<file path="src/rtl/udt_pkg.sv">
// Shared UDT receive-path definitions.
//   - UDT_CTRL_*   : 15-bit control packet type codes (header bits [62:48])
//   - udt_dst_e    : routing destination of a received packet
//   - udt_rx_state_e : receive demux packet-framing states
//   - udt_classify : header-beat classifier (runt / data / control type)
package udt_pkg;

  localparam logic [14:0] UDT_CTRL_HS        = 15'h0000;
  localparam logic [14:0] UDT_CTRL_KEEPALIVE = 15'h0001;
  localparam logic [14:0] UDT_CTRL_ACK       = 15'h0002;
  localparam logic [14:0] UDT_CTRL_NAK       = 15'h0003;
  localparam logic [14:0] UDT_CTRL_SHUTDOWN  = 15'h0005;
  localparam logic [14:0] UDT_CTRL_ACK2      = 15'h0006;

  typedef enum logic [2:0] {
    DST_HS,
    DST_CLOSE,
    DST_CTRL,
    DST_DATA,
    DST_DROP
  } udt_dst_e;

  typedef enum logic [1:0] {
    ST_HEAD,
    ST_FWD,
    ST_DROP
  } udt_rx_state_e;

  // hdr_hi is tdata[63:48] of the first beat. A first beat carrying tlast
  // cannot hold the 16-byte header, so it is discarded whatever its type.
  function automatic udt_dst_e udt_classify(input logic [15:0] hdr_hi,
                                            input logic        is_last,
                                            input logic        drop_data);
    udt_dst_e d;
    if (is_last) begin
      d = DST_DROP;
    end else if (!hdr_hi[15]) begin
      d = drop_data ? DST_DROP : DST_DATA;
    end else begin
      case (hdr_hi[14:0])
        UDT_CTRL_HS:        d = DST_HS;
        UDT_CTRL_SHUTDOWN:  d = DST_CLOSE;
        UDT_CTRL_KEEPALIVE,
        UDT_CTRL_ACK,
        UDT_CTRL_NAK,
        UDT_CTRL_ACK2:      d = DST_CTRL;
        default:            d = DST_DROP;
      endcase
    end
    return d;
  endfunction

endpackage

</file>
<file path="src/rtl/udt_axis_out_reg.sv">
// Single AXI-stream register slice (64b data, 8b keep, last) with valid/ready.
// Ports:
//   clk, rst_n        clock, asynchronous active-low reset
//   load              write in_* into the slice this cycle (caller guarantees can_load)
//   in_tdata/tkeep/tlast  beat to store
//   can_load          slice is empty or is being drained this cycle
//   m_tvalid/tdata/tkeep/tlast, m_tready  registered AXI-stream output
module udt_axis_out_reg (
  input  logic        clk,
  input  logic        rst_n,
  input  logic        load,
  input  logic [63:0] in_tdata,
  input  logic [7:0]  in_tkeep,
  input  logic        in_tlast,
  output logic        can_load,
  output logic        m_tvalid,
  output logic [63:0] m_tdata,
  output logic [7:0]  m_tkeep,
  output logic        m_tlast,
  input  logic        m_tready
);

  assign can_load = !m_tvalid || m_tready;

  // Payload only changes on load, so it stays stable while valid waits for ready.
  always_ff @(posedge clk or negedge rst_n) begin
    if (!rst_n) begin
      m_tvalid <= 1'b0;
      m_tdata  <= '0;
      m_tkeep  <= '0;
      m_tlast  <= 1'b0;
    end else if (load) begin
      m_tvalid <= 1'b1;
      m_tdata  <= in_tdata;
      m_tkeep  <= in_tkeep;
      m_tlast  <= in_tlast;
    end else if (m_tready) begin
      m_tvalid <= 1'b0;
    end
  end

endmodule

</file>
<file path="src/rtl/udt_rx_pkt_demux.sv">
// UDT receive packet classifier/router. Decodes the header of each input
// AXI-stream frame and routes the whole frame to handshake_*, close_*,
// ctrl_* or data_*; malformed/unknown frames are sunk and counted.
// Ports:
//   core_clk, core_rst_n        clock, asynchronous active-low reset
//   s_*                         input packets (byte 0 in tdata[63:56])
//   handshake_* / close_* / ctrl_* / data_*   registered output streams
//   rsp_pulse                   1-cycle pulse per forwarded packet
//   rx_pkt_cnt / drop_cnt       wrap-around forwarded / dropped packet counts
module udt_rx_pkt_demux
  import udt_pkg::*;
#(
  parameter int unsigned CNT_W     = 32,
  parameter bit          DROP_DATA = 1'b0
) (
  input  logic             core_clk,
  input  logic             core_rst_n,
  input  logic [63:0]      s_tdata,
  input  logic [7:0]       s_tkeep,
  input  logic             s_tvalid,
  input  logic             s_tlast,
  output logic             s_tready,
  output logic [63:0]      handshake_tdata,
  output logic [7:0]       handshake_tkeep,
  output logic             handshake_tvalid,
  output logic             handshake_tlast,
  input  logic             handshake_tready,
  output logic [63:0]      close_tdata,
  output logic [7:0]       close_tkeep,
  output logic             close_tvalid,
  output logic             close_tlast,
  input  logic             close_tready,
  output logic [63:0]      ctrl_tdata,
  output logic [7:0]       ctrl_tkeep,
  output logic             ctrl_tvalid,
  output logic             ctrl_tlast,
  input  logic             ctrl_tready,
  output logic [63:0]      data_tdata,
  output logic [7:0]       data_tkeep,
  output logic             data_tvalid,
  output logic             data_tlast,
  input  logic             data_tready,
  output logic             rsp_pulse,
  output logic [CNT_W-1:0] rx_pkt_cnt,
  output logic [CNT_W-1:0] drop_cnt
);

  udt_rx_state_e state, next_state;
  udt_dst_e      dst_q, head_dst, cur_dst;
  logic          accept, first_acc;
  logic          hs_can, close_can, ctrl_can, data_can;
  logic          hs_load, close_load, ctrl_load, data_load;

  assign head_dst  = udt_classify(s_tdata[63:48], s_tlast, DROP_DATA);
  assign accept    = s_tvalid && s_tready;
  assign first_acc = accept && (state == ST_HEAD);

  always_comb begin
    next_state = state;
    cur_dst    = DST_DROP;
    s_tready   = 1'b0;

    case (state)
      ST_HEAD: cur_dst = head_dst;
      ST_FWD:  cur_dst = dst_q;
      default: cur_dst = DST_DROP;
    endcase

    // Ready looks only at the destination register, so unrelated
    // outputs stalling never blocks this packet.
    case (cur_dst)
      DST_HS:    s_tready = hs_can;
      DST_CLOSE: s_tready = close_can;
      DST_CTRL:  s_tready = ctrl_can;
      DST_DATA:  s_tready = data_can;
      default:   s_tready = 1'b1;
    endcase

    case (state)
      ST_HEAD: begin
        if (s_tvalid && s_tready && !s_tlast)
          next_state = (head_dst == DST_DROP) ? ST_DROP : ST_FWD;
      end
      ST_FWD, ST_DROP: begin
        if (s_tvalid && s_tready && s_tlast)
          next_state = ST_HEAD;
      end
      default: next_state = ST_HEAD;
    endcase
  end

  assign hs_load    = accept && (cur_dst == DST_HS);
  assign close_load = accept && (cur_dst == DST_CLOSE);
  assign ctrl_load  = accept && (cur_dst == DST_CTRL);
  assign data_load  = accept && (cur_dst == DST_DATA);

  always_ff @(posedge core_clk or negedge core_rst_n) begin
    if (!core_rst_n) begin
      state      <= ST_HEAD;
      dst_q      <= DST_DROP;
      rsp_pulse  <= 1'b0;
      rx_pkt_cnt <= '0;
      drop_cnt   <= '0;
    end else begin
      state     <= next_state;
      rsp_pulse <= 1'b0;
      if (first_acc) begin
        dst_q <= head_dst;
        if (head_dst == DST_DROP) begin
          drop_cnt <= drop_cnt + 1'b1;
        end else begin
          rx_pkt_cnt <= rx_pkt_cnt + 1'b1;
          rsp_pulse  <= 1'b1;
        end
      end
    end
  end

  udt_axis_out_reg u_hs_reg (
    .clk(core_clk), .rst_n(core_rst_n), .load(hs_load),
    .in_tdata(s_tdata), .in_tkeep(s_tkeep), .in_tlast(s_tlast), .can_load(hs_can),
    .m_tvalid(handshake_tvalid), .m_tdata(handshake_tdata), .m_tkeep(handshake_tkeep),
    .m_tlast(handshake_tlast), .m_tready(handshake_tready)
  );

  udt_axis_out_reg u_close_reg (
    .clk(core_clk), .rst_n(core_rst_n), .load(close_load),
    .in_tdata(s_tdata), .in_tkeep(s_tkeep), .in_tlast(s_tlast), .can_load(close_can),
    .m_tvalid(close_tvalid), .m_tdata(close_tdata), .m_tkeep(close_tkeep),
    .m_tlast(close_tlast), .m_tready(close_tready)
  );

  udt_axis_out_reg u_ctrl_reg (
    .clk(core_clk), .rst_n(core_rst_n), .load(ctrl_load),
    .in_tdata(s_tdata), .in_tkeep(s_tkeep), .in_tlast(s_tlast), .can_load(ctrl_can),
    .m_tvalid(ctrl_tvalid), .m_tdata(ctrl_tdata), .m_tkeep(ctrl_tkeep),
    .m_tlast(ctrl_tlast), .m_tready(ctrl_tready)
  );

  udt_axis_out_reg u_data_reg (
    .clk(core_clk), .rst_n(core_rst_n), .load(data_load),
    .in_tdata(s_tdata), .in_tkeep(s_tkeep), .in_tlast(s_tlast), .can_load(data_can),
    .m_tvalid(data_tvalid), .m_tdata(data_tdata), .m_tkeep(data_tkeep),
    .m_tlast(data_tlast), .m_tready(data_tready)
  );

endmodule

</file>
<file path="config.mk">
export PLATFORM = sky130hd
export DESIGN_NAME = udt_rx_pkt_demux
export DESIGN_NICKNAME = d
export VERILOG_FILES = /design/src/rtl/udt_pkg.sv /design/src/rtl/udt_axis_out_reg.sv /design/src/rtl/udt_rx_pkt_demux.sv
export SDC_FILE = /design/constraint.sdc
export NUM_CORES = 1
export LEC_CHECK = 0
export CAP_MARGIN = 15
export CORE_AREA = 2 2 172 174
export CTS_BUF_LIST = sky130_fd_sc_hd__clkbuf_4 sky130_fd_sc_hd__clkbuf_8 sky130_fd_sc_hd__clkbuf_16
export DETAILED_ROUTE_END_ITERATION = 10
export DIE_AREA = 0 0 174 176
export PLACE_DENSITY = 0.85
export SYNTH_ARGS = -nofsm -noshare
export SYNTH_HDL_FRONTEND = slang
export SYNTH_SLANG_ARGS = --single-unit
</file>
<file path="constraint.sdc">
create_clock -name core_clk -period 7.69 [get_ports core_clk]
set_clock_uncertainty 0.15 [all_clocks]
set_input_delay 1.538 -clock core_clk [delete_from_list [all_inputs] [get_ports core_clk]]
set_output_delay 1.538 -clock core_clk [all_outputs]
set_load 0.02 [all_outputs]
</file>
Yosys cells after proc, flatten, opt, wreduce, memory -nomap -nowiden
Index checks and enable logic that the tools add are counted.
{ "classes": {"n_addsub": 2, "eq_ne": 13, "muxes": 19, "reduce_logical": 29, "bitwise_logic": 1} }
{ "op_table": {"columns": ["cell", "count"], "rows": [
  ["32-bit by 1-bit adder with 32-bit output, second input constant", 2],
  ["15-bit by 2-bit == test with 1-bit output, second input constant", 2],
  ["15-bit by 3-bit == test with 1-bit output, second input constant", 2],
  ["15-bit by 1-bit == test with 1-bit output, second input constant", 1],
  ["15-bit logical NOT", 1],
  ["1-bit two-way mux", 10],
  ["3-bit case mux with 3 select lines", 1],
  ["1-bit logical AND", 8],
  ["2-bit nonzero test", 4],
  ["3-bit by 2-bit == test with 1-bit output, second input constant", 2],
  ["2-bit two-way mux", 3],
  ["3-bit two-way mux", 2],
  ["3-bit case mux with 2 select lines", 1],
  ["2-bit AND reduction", 3],
  ["1-bit logical NOT", 5],
  ["1-bit logical OR", 4],
  ["1-bit case mux with 4 select lines", 1],
  ["2-bit case mux with 2 select lines", 1],
  ["4-bit OR reduction", 1],
  ["3-bit by 1-bit == test with 1-bit output, second input constant", 1],
  ["3-bit == test, second input constant", 1],
  ["3-bit logical NOT", 1],
  ["2-bit by 1-bit == test with 1-bit output, second input constant", 1],
  ["2-bit == test, second input constant", 1],
  ["5 further kinds", 5]
]} }
{ "totals": {"ff_bits": 366, "input_bits": 80, "output_inout_bits": 362, "elab_cells": 85} }

Depth between registers and ports, before layout
Gate-level depths: netlist of the first run.
{ "depth": {"depth_word": 12, "ltp_mapped": 13, "mapped_depth_nobuf": 9} }

Hierarchy
Synthesis of the first run repeated with hierarchy kept, for this count alone.
{ "unflattened": {"cells_unflattened": 982, "hier_area_um2": 15566.2} }
{ "modules_own_cells": {"columns": ["module", "area_each_um2", "seq_area_each_um2", "cells_each", "instances"], "rows": [
  ["udt_axis_out_reg", 2991.6, 1851.8, 157, 4],
  ["udt_rx_pkt_demux", 3599.7, 1752.9, 354, 1]
]} }

Worst setup path after synthesis of the first run
OpenSTA, ideal clock, no wires.
{ "synth_timing": {"path_kind": "input -> output", "start": "input s_tlast", "end": "output s_tready", "arrival_ps": 3359, "setup_slack_ps": 2643, "path_stages": 7, "path_buffers": 2, "t_required_ps": 6002, "cell_sequence": "buf_2 or4_4 nor4_4 mux2i_1 or3_1 buf_2 nand3_1"} }
{ "synth_via": {"elab_chain_cells": 4, "word_cells_on_any_way": 7, "cone_classes": "eq/ne: 3; mux: 3; reduce/logical: 1"} }
{ "synth_lines": {"columns": ["item", "line", "rtl"], "rows": [
  ["from (decl)", "udt_rx_pkt_demux.sv:21", "input logic s_tlast,"],
  ["3-bit two-way mux *", "udt_pkg.sv:35", "if (is_last) begin"],
  ["3-bit case mux with 2 select lines *", "udt_rx_pkt_demux.sv:63", "case (state)"],
  ["3-bit by 2-bit == test with 1-bit output (tied with other cells)", "udt_rx_pkt_demux.sv:71", "case (cur_dst)"],
  ["1-bit case mux with 4 select lines *", "udt_rx_pkt_demux.sv:71", null],
  ["to (decl)", "udt_rx_pkt_demux.sv:22", "output logic s_tready,"]
]} }
Every way passes the cells marked *; elsewhere a longest branch is shown, timed or not.

Worst setup path in the final report of the first run
Ends and elaborated chain as after synthesis.

==> results.py, run 1 <==
metrics = {
    "layout": {
        "layout-drive-gt1-share_pct": 6.76,
        "syn_to_final_growth_pct": 42.2,
        "postLayoutCoreUtil_pct": 72.2,
        "nNetsFinal": 1505,
        "multi_input_comb_area_mm2": 0.00509,
        "filler_cell_count": 1890,
        "area.sequential_mm2": 0.00916,
    },
    "critical_path": {
        "worstSetupStartpointType": "primary input",
        "crit_path_top_delay_cell": "sky130_fd_sc_hd__or4_4",
        "critPathMaxStageDelay_ns": 0.65,
        "worstPathMaxFanout": 10,
        "crit-reg2reg-launch": "state[0]",
        "r2r.worst_path.cells": 10,
        "crit-reg2reg-capture": "u_hs_reg.m_tdata[44]",
        "kind_of_end_point_of_the_critical_path": "output port",
        "ff2ff_setup_slack_ns": 3.83,
        "critical_path.startpoint": "s_tlast",
        "crit_path_frequent_cell": "sky130_fd_sc_hd__clkdlybuf4s50_1",
        "timing.setup.critical_path_class": "in2out",
        "path_cells": "clkdlybuf4s50_1 > or4_4 > nor4_2 > a21oi_1 > a21oi_2 > nand3_1 > clkdlybuf4s50_1",
        "timing.critical_path.required_ns": 6.00,
        "crit_arrival_ns": 4.67,
    },
    "yosys": {
        "synth-seq-area-share_pct": 63.2,
        "synth.yosys.warnings": 0,
        "synth-edff-count": 0,
        "synth_top_cell_by_area": "sky130_fd_sc_hd__dfrtp_1",
        "yosys.cell_types.count": 52,
        "postSynth.asyncResetShare_pct": 100,
        "yosysTopAreaCellShare_pct": 63.0,
        "postSynth.topFlopCell": "sky130_fd_sc_hd__dfrtp_1",
        "avgSynthCellArea_um2": 14.9,
        "most_numerous_cell_in_the_yosys_netlist": "sky130_fd_sc_hd__dfrtp_1",
        "postSynthCellCount": 975,
        "synthTopCellsByCount": "365 x sky130_fd_sc_hd__dfrtp_1, 295 x sky130_fd_sc_hd__mux2_1, 34 x sky130_fd_sc_hd__xor2_1",
        "yosys_register_bits": 366,
        "synth_top_cells_by_area": "sky130_fd_sc_hd__dfrtp_1 63%, sky130_fd_sc_hd__mux2_1 23%, sky130_fd_sc_hd__xor2_1 2.1%, sky130_fd_sc_hd__xnor2_1 1.7%, sky130_fd_sc_hd__nand4_1 1.0%",
        "syn-num-nets": 1059,
        "mappedNetlistArea_mm2": 0.0145,
    },
    "cts": {
        "cts-hold-fix-buffers": 0,
        "cts_tree": "built",
        "cts.sinks": 366,
        "clock_tree_root_driver_cell": "sky130_fd_sc_hd__clkbuf_16",
        "numCtsBuffers": 39,
        "h-tree-depth": 2,
        "worstSkewPairLatency_ns": 0.51,
        "clock_path_buffers": 3,
        "cts.reportedPaths.clkPinSlew_ns": 0.06,
        "cts_repair_resize_count": 0,
        "postCtsSetupRepairBufs": 0,
    },
    "drt": {
        "route.vias.total": 10000,
        "wire_per_inst_um": 22.1,
        "post_drt_via_cell_ratio": 5.46,
        "remaining_drc_errors": 0,
        "routed_wirelength_um": 40600,
        "drt-pass1-iter-count": 5,
        "detail_route.iter0.violations": 505,
        "route.antenna.remaining_nets": 0,
    },
    "placed_design": {
        "buffers_added_on_ports": 441,
        "place_hpwl_um": 28000,
        "place.gp.congestion": 0.888,
    },
    "die": {
        "die_area_mm2": 0.0306,
        "io_pins": 442,
        "dieWidth_um": 174,
        "core_region_area_mm2": 0.0285,
        "floorplan.rows": 62,
        "floorplan.initialDensity_pct": 50.8,
        "height_of_the_chip_um": 176,
    },
    "timing": {
        "tcrit_tclk_final_pct": 82.7,
        "report.final.setup_viol": 0,
        "worst_slew_pin_slew_ns": 1.12,
        "post-route-min-period_ns": 6.36,
        "timing.final.hold_violations": 0,
        "grt_setup_unrepaired": "false",
        "final.hold.worst_slack_ns": 0.333,
        "maximum_clock_rate_ghz": 0.157,
        "worst_slew_margin_rel_pct": 24.7,
        "final_slew_viol_count": 0,
        "timing.setup.tns_ns": 0,
    },
    "power_and_ir_drop": {
        "vdd_drop_max_mv": 0.304,
        "powerDensity_mw_per_mm2": 430,
        "static_power_due_to_leakage_nw": 9.19,
    },
    "flow_run": {
        "maxCapViolCount": 0,
    },
    "min_path": {
        "min-delay-start": "drop_cnt[31]",
        "hold_path_class": "reg2reg",
        "timing.hold.worst_endpoint": "drop_cnt[31]",
        "hold-path-cell-count": 1,
    },
    "grt": {
        "grt_max_degree": 161,
        "number_of_global_route_vias_before_repair": 10800,
        "antenna_found_initial": 1,
        "grt_util_all_layers_pct": 26.5,
        "globalRouteOverflowTotal": 0,
        "grt_pass1_wl_um": 63200,
    },
    "run_status": {
        "run_status": "finished, final reports clean",
    },
}
placed cells by master (no fill, tap or decap), types with 3 or more instances in the layout:
cell type and n:
sky130_fd_sc_hd__clkdlybuf4s50_1 440, sky130_fd_sc_hd__dfrtp_1 365, sky130_fd_sc_hd__mux2_1 295, sky130_fd_sc_hd__clkbuf_16 41, sky130_fd_sc_hd__xor2_1 34, sky130_fd_sc_hd__nand2_1 29, sky130_fd_sc_hd__xnor2_1 28, sky130_fd_sc_hd__nand4_1 24
sky130_fd_sc_hd__nor2_1 20, sky130_fd_sc_hd__nor3_1 19, sky130_fd_sc_hd__nand3_1 19, sky130_fd_sc_hd__clkbuf_4 12, sky130_fd_sc_hd__inv_1 11, sky130_fd_sc_hd__and3_1 11, sky130_fd_sc_hd__clkbuf_8 9, sky130_fd_sc_hd__and4_1 6
sky130_fd_sc_hd__nor4_1 6, sky130_fd_sc_hd__buf_4 6, sky130_fd_sc_hd__and2_1 5, sky130_fd_sc_hd__or2_2 4, sky130_fd_sc_hd__ha_1 4, sky130_fd_sc_hd__clkinv_2 4, sky130_fd_sc_hd__nand2b_1 3, sky130_fd_sc_hd__a21oi_1 3
sky130_fd_sc_hd__bufinv_16 3
kinds of logic (layout without fill, tap and decap cells):
family                   after synthesis  count (layout)  share of synthesized area, %
AO/OA/AOI/OAI                         24              24                          1.24
XOR/XNOR                              62              62                          3.75
adder cells (fa/ha/maj)                4               4                         0.345
buffers and inverters                 55             530                          1.92
flip-flops                           366             366                          63.2
multiplexers                         298             298                          23.1
other                                  0               1                             0
AND/OR/NAND/NOR                      166             166                          6.45
state kept, by name, summed over array words and instances (netlist names), 8 cells and up:
register             count
drop_cnt                32
rx_pkt_cnt              32
u_close_reg.m_tdata     64
u_close_reg.m_tkeep      8
u_ctrl_reg.m_tdata      64
u_ctrl_reg.m_tkeep       8
u_data_reg.m_tdata      64
u_data_reg.m_tkeep       8
u_hs_reg.m_tdata        64
u_hs_reg.m_tkeep         8
worst max path at each step:
stage	end	depth (start not counted)	slack [ns]
2_1_floorplan	s_tready	7	2.64
3_3_place_gp	s_tready	7	1.47
3_5_place_dp	s_tready	7	1.38
4_1_cts	s_tready	7	1.37
5_1_grt	s_tready	7	1.25
6_report	s_tready	7	1.33
critical path, delay by kind of cell:
kind | cells | cell delay [ns]
AOI/OAI and AO/OA | 2 | 0.64
buffers and inverters | 2 | 1.22
and+or+nand+nor | 3 | 1.27
power breakdown:
part | internal, W | switching [W]
sequential | 0.00272 | 0.000444
combinational | 0.00182 | 0.00193
clock | 0.00121 | 0.000746
total | 0.00574 | 0.00312
cell type report:
cell class / count / share of cell area [%]
inverter: 12 / 0.218
clock buffer: 62 / 6.01
timing repair buffer: 448 / 21.8
sequential: 366 / 44.4
clock inverter: 8 / 0.577
multi-input combinational: 554 / 24.7
antenna: 1 / 0.0121
tap: 384 / 2.33
metal layers:
layer | vias up | wire [um] | GRT usage, % | part of all wire (%)
met5 | - | 0 | 0 | 0
met4 | 0 | 1570 | 10.2 | 3.9
met3 | 90 | 3300 | 7.97 | 8.1
met2 | 419 | 20100 | 45.2 | 50
met1 | 5160 | 15600 | 31.9 | 38
li1 | 4341 | - | - | -
per-stage QoR:
| stage | setup WS, ns | total power, W | cell area, um^2 | cells |
|---|---|---|---|---|
| after floorplan | 2.64 | 0.00486 | 14500 | 975 |
| after global placement | 1.47 | 0.00683 | 19300 | 1764 |
| after detailed placement | 1.38 | 0.00694 | 19300 | 1764 |
| after CTS | 1.37 | 0.00894 | 20600 | 1834 |
| after global routing | 1.25 | 0.00925 | 20600 | 1835 |
| final | 1.33 | 0.00886 | 20600 | 1835 |
No activity file was read; power rests on OpenSTA's default activity.
==> run 2: changes to the inputs <==
- CORE_AREA: 2 2 172 174 -> 2 2 179 181
- DIE_AREA: 0 0 174 176 -> 0 0 181 183
- PLACE_DENSITY: 0.85 -> 0.8
- clock period: 7.69 -> 6.5 ns (I/O delays scaled with it)
==> run 2 against run 1 <==
Net effect:
- worst setup slack got worse by 0.66 ns
- clock power grew 14%
- via count shrank 1.6%
- final cell count grew 1.1%
- combinational power grew 18%
- sequential cell count did not move
==> results.py, run 2 (synthesized netlist as in run 1, its figures left out) <==
metrics = {
    "run_status": {
        "run_status": "finished, final reports clean",
    },
    "cts": {
        "clock_path_buffers": 3,
        "postCtsSetupRepairBufs": 0,
        "cts.sinks": 366,
        "worstSkewPairLatency_ns": 0.52,
        "cts_repair_resize_count": 0,
        "clock_tree_root_driver_cell": "sky130_fd_sc_hd__clkbuf_16",
        "h-tree-depth": 2,
        "cts-hold-fix-buffers": 0,
        "cts_tree": "built",
        "cts.reportedPaths.clkPinSlew_ns": 0.06,
        "numCtsBuffers": 39,
    },
    "grt": {
        "antenna_found_initial": 0,
        "number_of_global_route_vias_before_repair": 10400,
        "grt_util_all_layers_pct": 23.7,
        "globalRouteOverflowTotal": 0,
        "grt_pass1_wl_um": 61300,
        "grt_max_degree": 186,
    },
    "die": {
        "die_area_mm2": 0.0331,
        "floorplan.rows": 65,
        "height_of_the_chip_um": 183,
        "core_region_area_mm2": 0.0312,
        "dieWidth_um": 181,
        "io_pins": 442,
        "floorplan.initialDensity_pct": 46.4,
    },
    "layout": {
        "layout-drive-gt1-share_pct": 6.95,
        "final-instance-count-excl-fill": 1855,
        "multi_input_comb_area_mm2": 0.00509,
        "area.sequential_mm2": 0.00916,
        "nNetsFinal": 1510,
        "filler_cell_count": 2298,
        "layout_commonest_cell": "sky130_fd_sc_hd__clkdlybuf4s50_1",
        "syn_to_final_growth_pct": 42.5,
        "layout_common_cells": "440 x sky130_fd_sc_hd__clkdlybuf4s50_1, 365 x sky130_fd_sc_hd__dfrtp_1, 295 x sky130_fd_sc_hd__mux2_1",
        "n_antenna_cell": 0,
    },
    "critical_path": {
        "worstPathMaxFanout": 10,
        "kind_of_end_point_of_the_critical_path": "output port",
        "crit_arrival_ns": 4.38,
        "timing.setup.critical_path_class": "in2out",
        "r2r.worst_path.cells": 9,
        "crit-reg2reg-capture": "u_hs_reg.m_tdata[16]",
        "timing.critical_path.required_ns": 5.05,
        "worstSetupStartpointType": "primary input",
        "ff2ff_setup_slack_ns": 2.79,
        "crit-reg2reg-launch": "state[0]",
    },
    "timing": {
        "grt_setup_unrepaired": "false",
        "report.final.setup_viol": 0,
        "worst_slew_margin_rel_pct": 27.0,
        "final_slew_viol_count": 0,
        "maximum_clock_rate_ghz": 0.172,
        "final.hold.worst_slack_ns": 0.332,
        "timing.final.hold_violations": 0,
        "timing.setup.tns_ns": 0,
        "tcrit_tclk_final_pct": 89.7,
        "post-route-min-period_ns": 5.83,
        "worst_slew_pin_slew_ns": 1.10,
    },
    "flow_run": {
        "maxCapViolCount": 0,
    },
    "drt": {
        "drt-pass1-iter-count": 4,
        "routed_wirelength_um": 39500,
        "route.vias.total": 9853,
        "remaining_drc_errors": 0,
        "post_drt_via_cell_ratio": 5.31,
        "detail_route.iter0.violations": 419,
        "route.antenna.remaining_nets": 0,
        "wire_per_inst_um": 21.3,
    },
    "placed_design": {
        "dp.cells": 1786,
        "place_hpwl_um": 27700,
        "buffers_added_on_ports": 441,
        "place.gp.congestion": 0.878,
    },
    "min_path": {
        "hold-path-cell-count": 1,
        "hold_path_class": "reg2reg",
        "min-delay-start": "u_ctrl_reg.m_tdata[22]",
        "timing.hold.worst_endpoint": "u_ctrl_reg.m_tdata[22]",
    },
    "power_and_ir_drop": {
        "static_power_due_to_leakage_nw": 9.19,
        "vdd_drop_max_mv": 0.357,
        "powerDensity_mw_per_mm2": 503,
    },
}
## run 2: changes by cell type in the layout (fill, tap and decap cells not counted)
cell                         delta
sky130_fd_sc_hd__clkbuf_16      -2
sky130_fd_sc_hd__inv_6          +3
sky130_fd_sc_hd__clkinvlp_4     +1
sky130_fd_sc_hd__clkbuf_2       +1
sky130_fd_sc_hd__clkbuf_4       -1
sky130_fd_sc_hd__buf_12         +4
sky130_fd_sc_hd__diode_2        -1
sky130_fd_sc_hd__clkbuf_8       -3
## run 2: worst max path at each step
stage                     start       end  slack (ns)
floorplan               s_tlast  s_tready        1.93
global placement        s_tlast  s_tready        0.78
detailed placement      s_tlast  s_tready        0.71
CTS                     s_tlast  s_tready        0.71
global route        s_tdata[59]  s_tready        0.50
finish                  s_tlast  s_tready        0.67
## run 2: layout make-up
cell class	instances	share of cell area (%)
Sequential cell	366	44.3
Multi-Input combinational cell	554	24.6
Timing Repair Buffer	453	22.1
Clock buffer	56	5.52
Tap cell	402	2.43
Clock inverter	12	0.739
Inverter	12	0.218
## run 2: worst max-delay path: stages
cell and delay (ns):
sky130_fd_sc_hd__clkdlybuf4s50_1 0.42, sky130_fd_sc_hd__buf_4 0.19, sky130_fd_sc_hd__or4_4 0.58, sky130_fd_sc_hd__nor4_2 0.44, sky130_fd_sc_hd__a21oi_1 0.29, sky130_fd_sc_hd__a21oi_2 0.34
sky130_fd_sc_hd__nand3_1 0.22, sky130_fd_sc_hd__clkdlybuf4s50_1 0.59
## run 2: power breakdown
part           switching [W]  total [W]  internal, W
Clock               0.000878    0.00222      0.00134
Combinational        0.00226    0.00442      0.00216
Sequential          0.000538    0.00375      0.00321
Total                0.00367     0.0104      0.00672
## run 2: metal layers
metal / GRT usage (%) / part of all wire [%]
met3: 7.78 / 9.0
met1: 28.7 / 39
met5: 0 / 0
met4: 9.04 / 4.0
met2: 39.7 / 48
## run 2: per-stage QoR
step	cell area (um^2)	total power [W]	utilization, %	worst slack, ns
finish	20700	0.0104	66.1	0.671
global route	20700	0.0109	66.1	0.502
CTS	20700	0.0105	66.1	0.714
detailed placement	19400	0.00822	62.0	0.708
global placement	19400	0.00811	62.0	0.778
floorplan	14500	0.00576	-	1.93
==> run 3: changes to the inputs <==
--- a/config.mk
+++ b/config.mk
@@ -12,4 +12,5 @@
 export DIE_AREA = 0 0 181 183
 export PLACE_DENSITY = 0.8
+export REMOVE_ABC_BUFFERS = 1
 export SYNTH_ARGS = -nofsm -noshare
 export SYNTH_HDL_FRONTEND = slang
==> constraint.sdc (replaced) <==
create_clock -name core_clk -period 6.5 [get_ports core_clk]
set_clock_uncertainty 0.15 [all_clocks]
set_input_delay 0.975 -clock core_clk [delete_from_list [all_inputs] [get_ports core_clk]]
set_output_delay 0.975 -clock core_clk [all_outputs]
set_load 0.02 [all_outputs]
==> run 3 against run 2 <==
Net effect:
- combinational power is 1% higher
- sequential power hardly changed
- worst setup slack better by 0.62 ns
- critical path depth is 1 lower
- hold slack worse by 0.018 ns
- global-route usage is 0.88 points higher
- maximum frequency is 12% higher
- register-to-register slack worse by 0.06 ns
- sequential share of layout area hardly changed
- largest power group unchanged
==> results.py, run 3 (synthesized netlist as in run 1, its figures left out) <==
metrics = {
    "run_status": {
        "run_status": "finished, final reports clean",
    },
    "cts": {
        "cts-hold-fix-buffers": 0,
        "numCtsBuffers": 40,
        "worstSkewPairLatency_ns": 0.52,
        "cts.sinks": 366,
        "postCtsSetupRepairBufs": 0,
        "clock_tree_root_driver_cell": "sky130_fd_sc_hd__clkbuf_16",
        "h-tree-depth": 2,
        "clock_path_buffers": 3,
        "cts_repair_resize_count": 0,
        "cts.reportedPaths.clkPinSlew_ns": 0.06,
        "cts_tree": "built",
    },
    "layout": {
        "syn_to_final_growth_pct": 42.6,
        "layout_commonest_cell": "sky130_fd_sc_hd__clkdlybuf4s50_1",
        "layout-drive-gt1-share_pct": 6.95,
        "nNetsFinal": 1507,
        "final-instance-count-excl-fill": 1857,
        "layout_common_cells": "440 x sky130_fd_sc_hd__clkdlybuf4s50_1, 365 x sky130_fd_sc_hd__dfrtp_1, 295 x sky130_fd_sc_hd__mux2_1",
    },
    "timing": {
        "worst_slew_pin_slew_ns": 1.07,
        "tcrit_tclk_final_pct": 80.1,
        "report.final.setup_viol": 0,
        "maximum_clock_rate_ghz": 0.192,
        "post-route-min-period_ns": 5.21,
        "worst_slew_margin_rel_pct": 28.1,
        "timing.setup.tns_ns": 0,
        "final_slew_viol_count": 0,
        "grt_setup_unrepaired": "false",
        "timing.final.hold_violations": 0,
    },
    "critical_path": {
        "critPathMaxStageDelay_ns": 0.65,
        "kind_of_end_point_of_the_critical_path": "output port",
        "worstSetupStartpointType": "primary input",
        "path_cells": "clkdlybuf4s50_1 > or4_4 > nor4_2 > a21oi_1 > a21oi_2 > nand3_1 > clkdlybuf4s50_1",
        "timing.setup.critical_path_class": "in2out",
        "critical_path_buf_inv_count": 2,
        "ff2ff_setup_slack_ns": 2.73,
        "crit_path_frequent_cell": "sky130_fd_sc_hd__clkdlybuf4s50_1",
        "crit_path_top_delay_cell": "sky130_fd_sc_hd__or4_4",
        "timing.critical_path.required_ns": 5.37,
        "r2r.worst_path.cells": 9,
        "cpLargestDelayFamily": "simple AND/OR/NAND/NOR gates",
        "worstPathMaxFanout": 10,
        "crit-reg2reg-launch": "state[0]",
        "crit_arrival_ns": 4.08,
        "crit-reg2reg-capture": "u_data_reg.m_tkeep[3]",
    },
    "placed_design": {
        "buffers_added_on_ports": 441,
        "place.gp.congestion": 0.839,
        "dp.cells": 1783,
        "place_hpwl_um": 28600,
    },
    "grt": {
        "grt_util_all_layers_pct": 24.6,
        "grt_max_degree": 153,
        "grt_pass1_wl_um": 63100,
        "antenna_found_initial": 2,
        "globalRouteOverflowTotal": 0,
        "number_of_global_route_vias_before_repair": 10500,
    },
    "die": {
        "io_pins": 442,
        "height_of_the_chip_um": 183,
        "die_area_mm2": 0.0331,
        "dieWidth_um": 181,
        "floorplan.rows": 65,
        "floorplan.initialDensity_pct": 46.4,
        "core_region_area_mm2": 0.0312,
    },
    "drt": {
        "routed_wirelength_um": 41200,
        "post_drt_via_cell_ratio": 5.28,
        "remaining_drc_errors": 0,
        "route.vias.total": 9800,
        "wire_per_inst_um": 22.2,
        "route.antenna.remaining_nets": 0,
        "drt-pass1-iter-count": 6,
        "detail_route.iter0.violations": 530,
    },
    "power_and_ir_drop": {
        "internal-power_w": 0.00679,
        "pwr-share-seq_pct": 35.6,
        "static_power_due_to_leakage_nw": 9.19,
        "clock_power_share_pct": 22.0,
        "netSwitchingFraction_pct": 35.7,
        "vdd_drop_max_mv": 0.373,
        "total_switching_power_w": 0.00376,
        "p_comb_share_pct": 42.4,
        "powerDensity_mw_per_mm2": 511,
    },
    "min_path": {
        "min-delay-start": "drop_cnt[31]",
        "timing.hold.worst_endpoint": "drop_cnt[31]",
        "hold_path_class": "reg2reg",
        "hold-path-cell-count": 1,
    },
    "flow_run": {
        "maxCapViolCount": 0,
    },
}
run 3: worst register-to-register path, stage by stage (launching register included):
cell                       delay (ns)
sky130_fd_sc_hd__dfrtp_1         0.41
sky130_fd_sc_hd__ha_1            0.26
sky130_fd_sc_hd__nand2_1         0.18
sky130_fd_sc_hd__a21boi_0        0.34
sky130_fd_sc_hd__o22a_1          0.17
sky130_fd_sc_hd__nand3_1         0.20
sky130_fd_sc_hd__nor3b_1         0.47
sky130_fd_sc_hd__nand2b_4        0.65
sky130_fd_sc_hd__buf_4           0.49
sky130_fd_sc_hd__mux2_1          0.34
run 3: layer usage:
layer / global-route usage [%] / routed length, um / up-vias
met3: 9.73 / 4240 / 67
met1: 29.5 / 15700 / 5003
li1: - / - / 4342
met4: 7.54 / 1070 / 0
met2: 41.1 / 20200 / 388
met5: 0 / 0 / -
run 3: final cells by class:
| cell class | instances | area, um^2 |
|---|---|---|
| multi-input combinational | 554 | 5090 |
| clock buffer | 60 | 1220 |
| clock inverter | 12 | 148 |
| sequential | 366 | 9160 |
| timing repair buffer | 449 | 4500 |
| tap | 402 | 503 |
| fill | 2213 | 10600 |
| antenna | 2 | 5.00 |
| inverter | 12 | 45.0 |
run 3: worst max-delay path by stage:
stage / startpoint / to / slack (ns) / depth (start not counted)
after floorplan: s_tdata[59] / u_ctrl_reg.m_tdata[0] / 1.30 / 7
after global placement: s_tlast / u_data_reg.m_tdata[29] / 1.11 / 9
after detailed placement: s_tlast / u_data_reg.m_tdata[22] / 1.06 / 9
after CTS: s_tlast / s_tready / 1.29 / 7
after global routing: s_tlast / s_tready / 1.08 / 7
final: s_tlast / s_tready / 1.29 / 7
run 3: through the flow:
stage | total power (W) | area [um^2] | util, % | hold slack [ns] | worst slack, ns
2_1_floorplan | 0.00573 | 14300 | - | 0.306 | 1.30
3_3_place_gp | 0.00814 | 19300 | 61.8 | 0.308 | 1.11
3_5_place_dp | 0.00825 | 19300 | 61.8 | 0.306 | 1.06
4_1_cts | 0.0106 | 20700 | 66.2 | 0.318 | 1.29
5_1_grt | 0.0110 | 20700 | 66.2 | 0.322 | 1.08
6_report | 0.0106 | 20700 | 66.2 | 0.313 | 1.29
run 3: power groups by stage:
| stage | sequential [W] | combinational [W] | clock, W |
|---|---|---|---|
| after global routing | 0.00387 | 0.00470 | 0.00247 |
| after detailed placement | 0.00376 | 0.00448 | 0 |
| after CTS | 0.00375 | 0.00452 | 0.00237 |
| after global placement | 0.00371 | 0.00444 | 0 |
| final | 0.00375 | 0.00448 | 0.00233 |
| after floorplan | 0.00484 | 0.000893 | 0 |
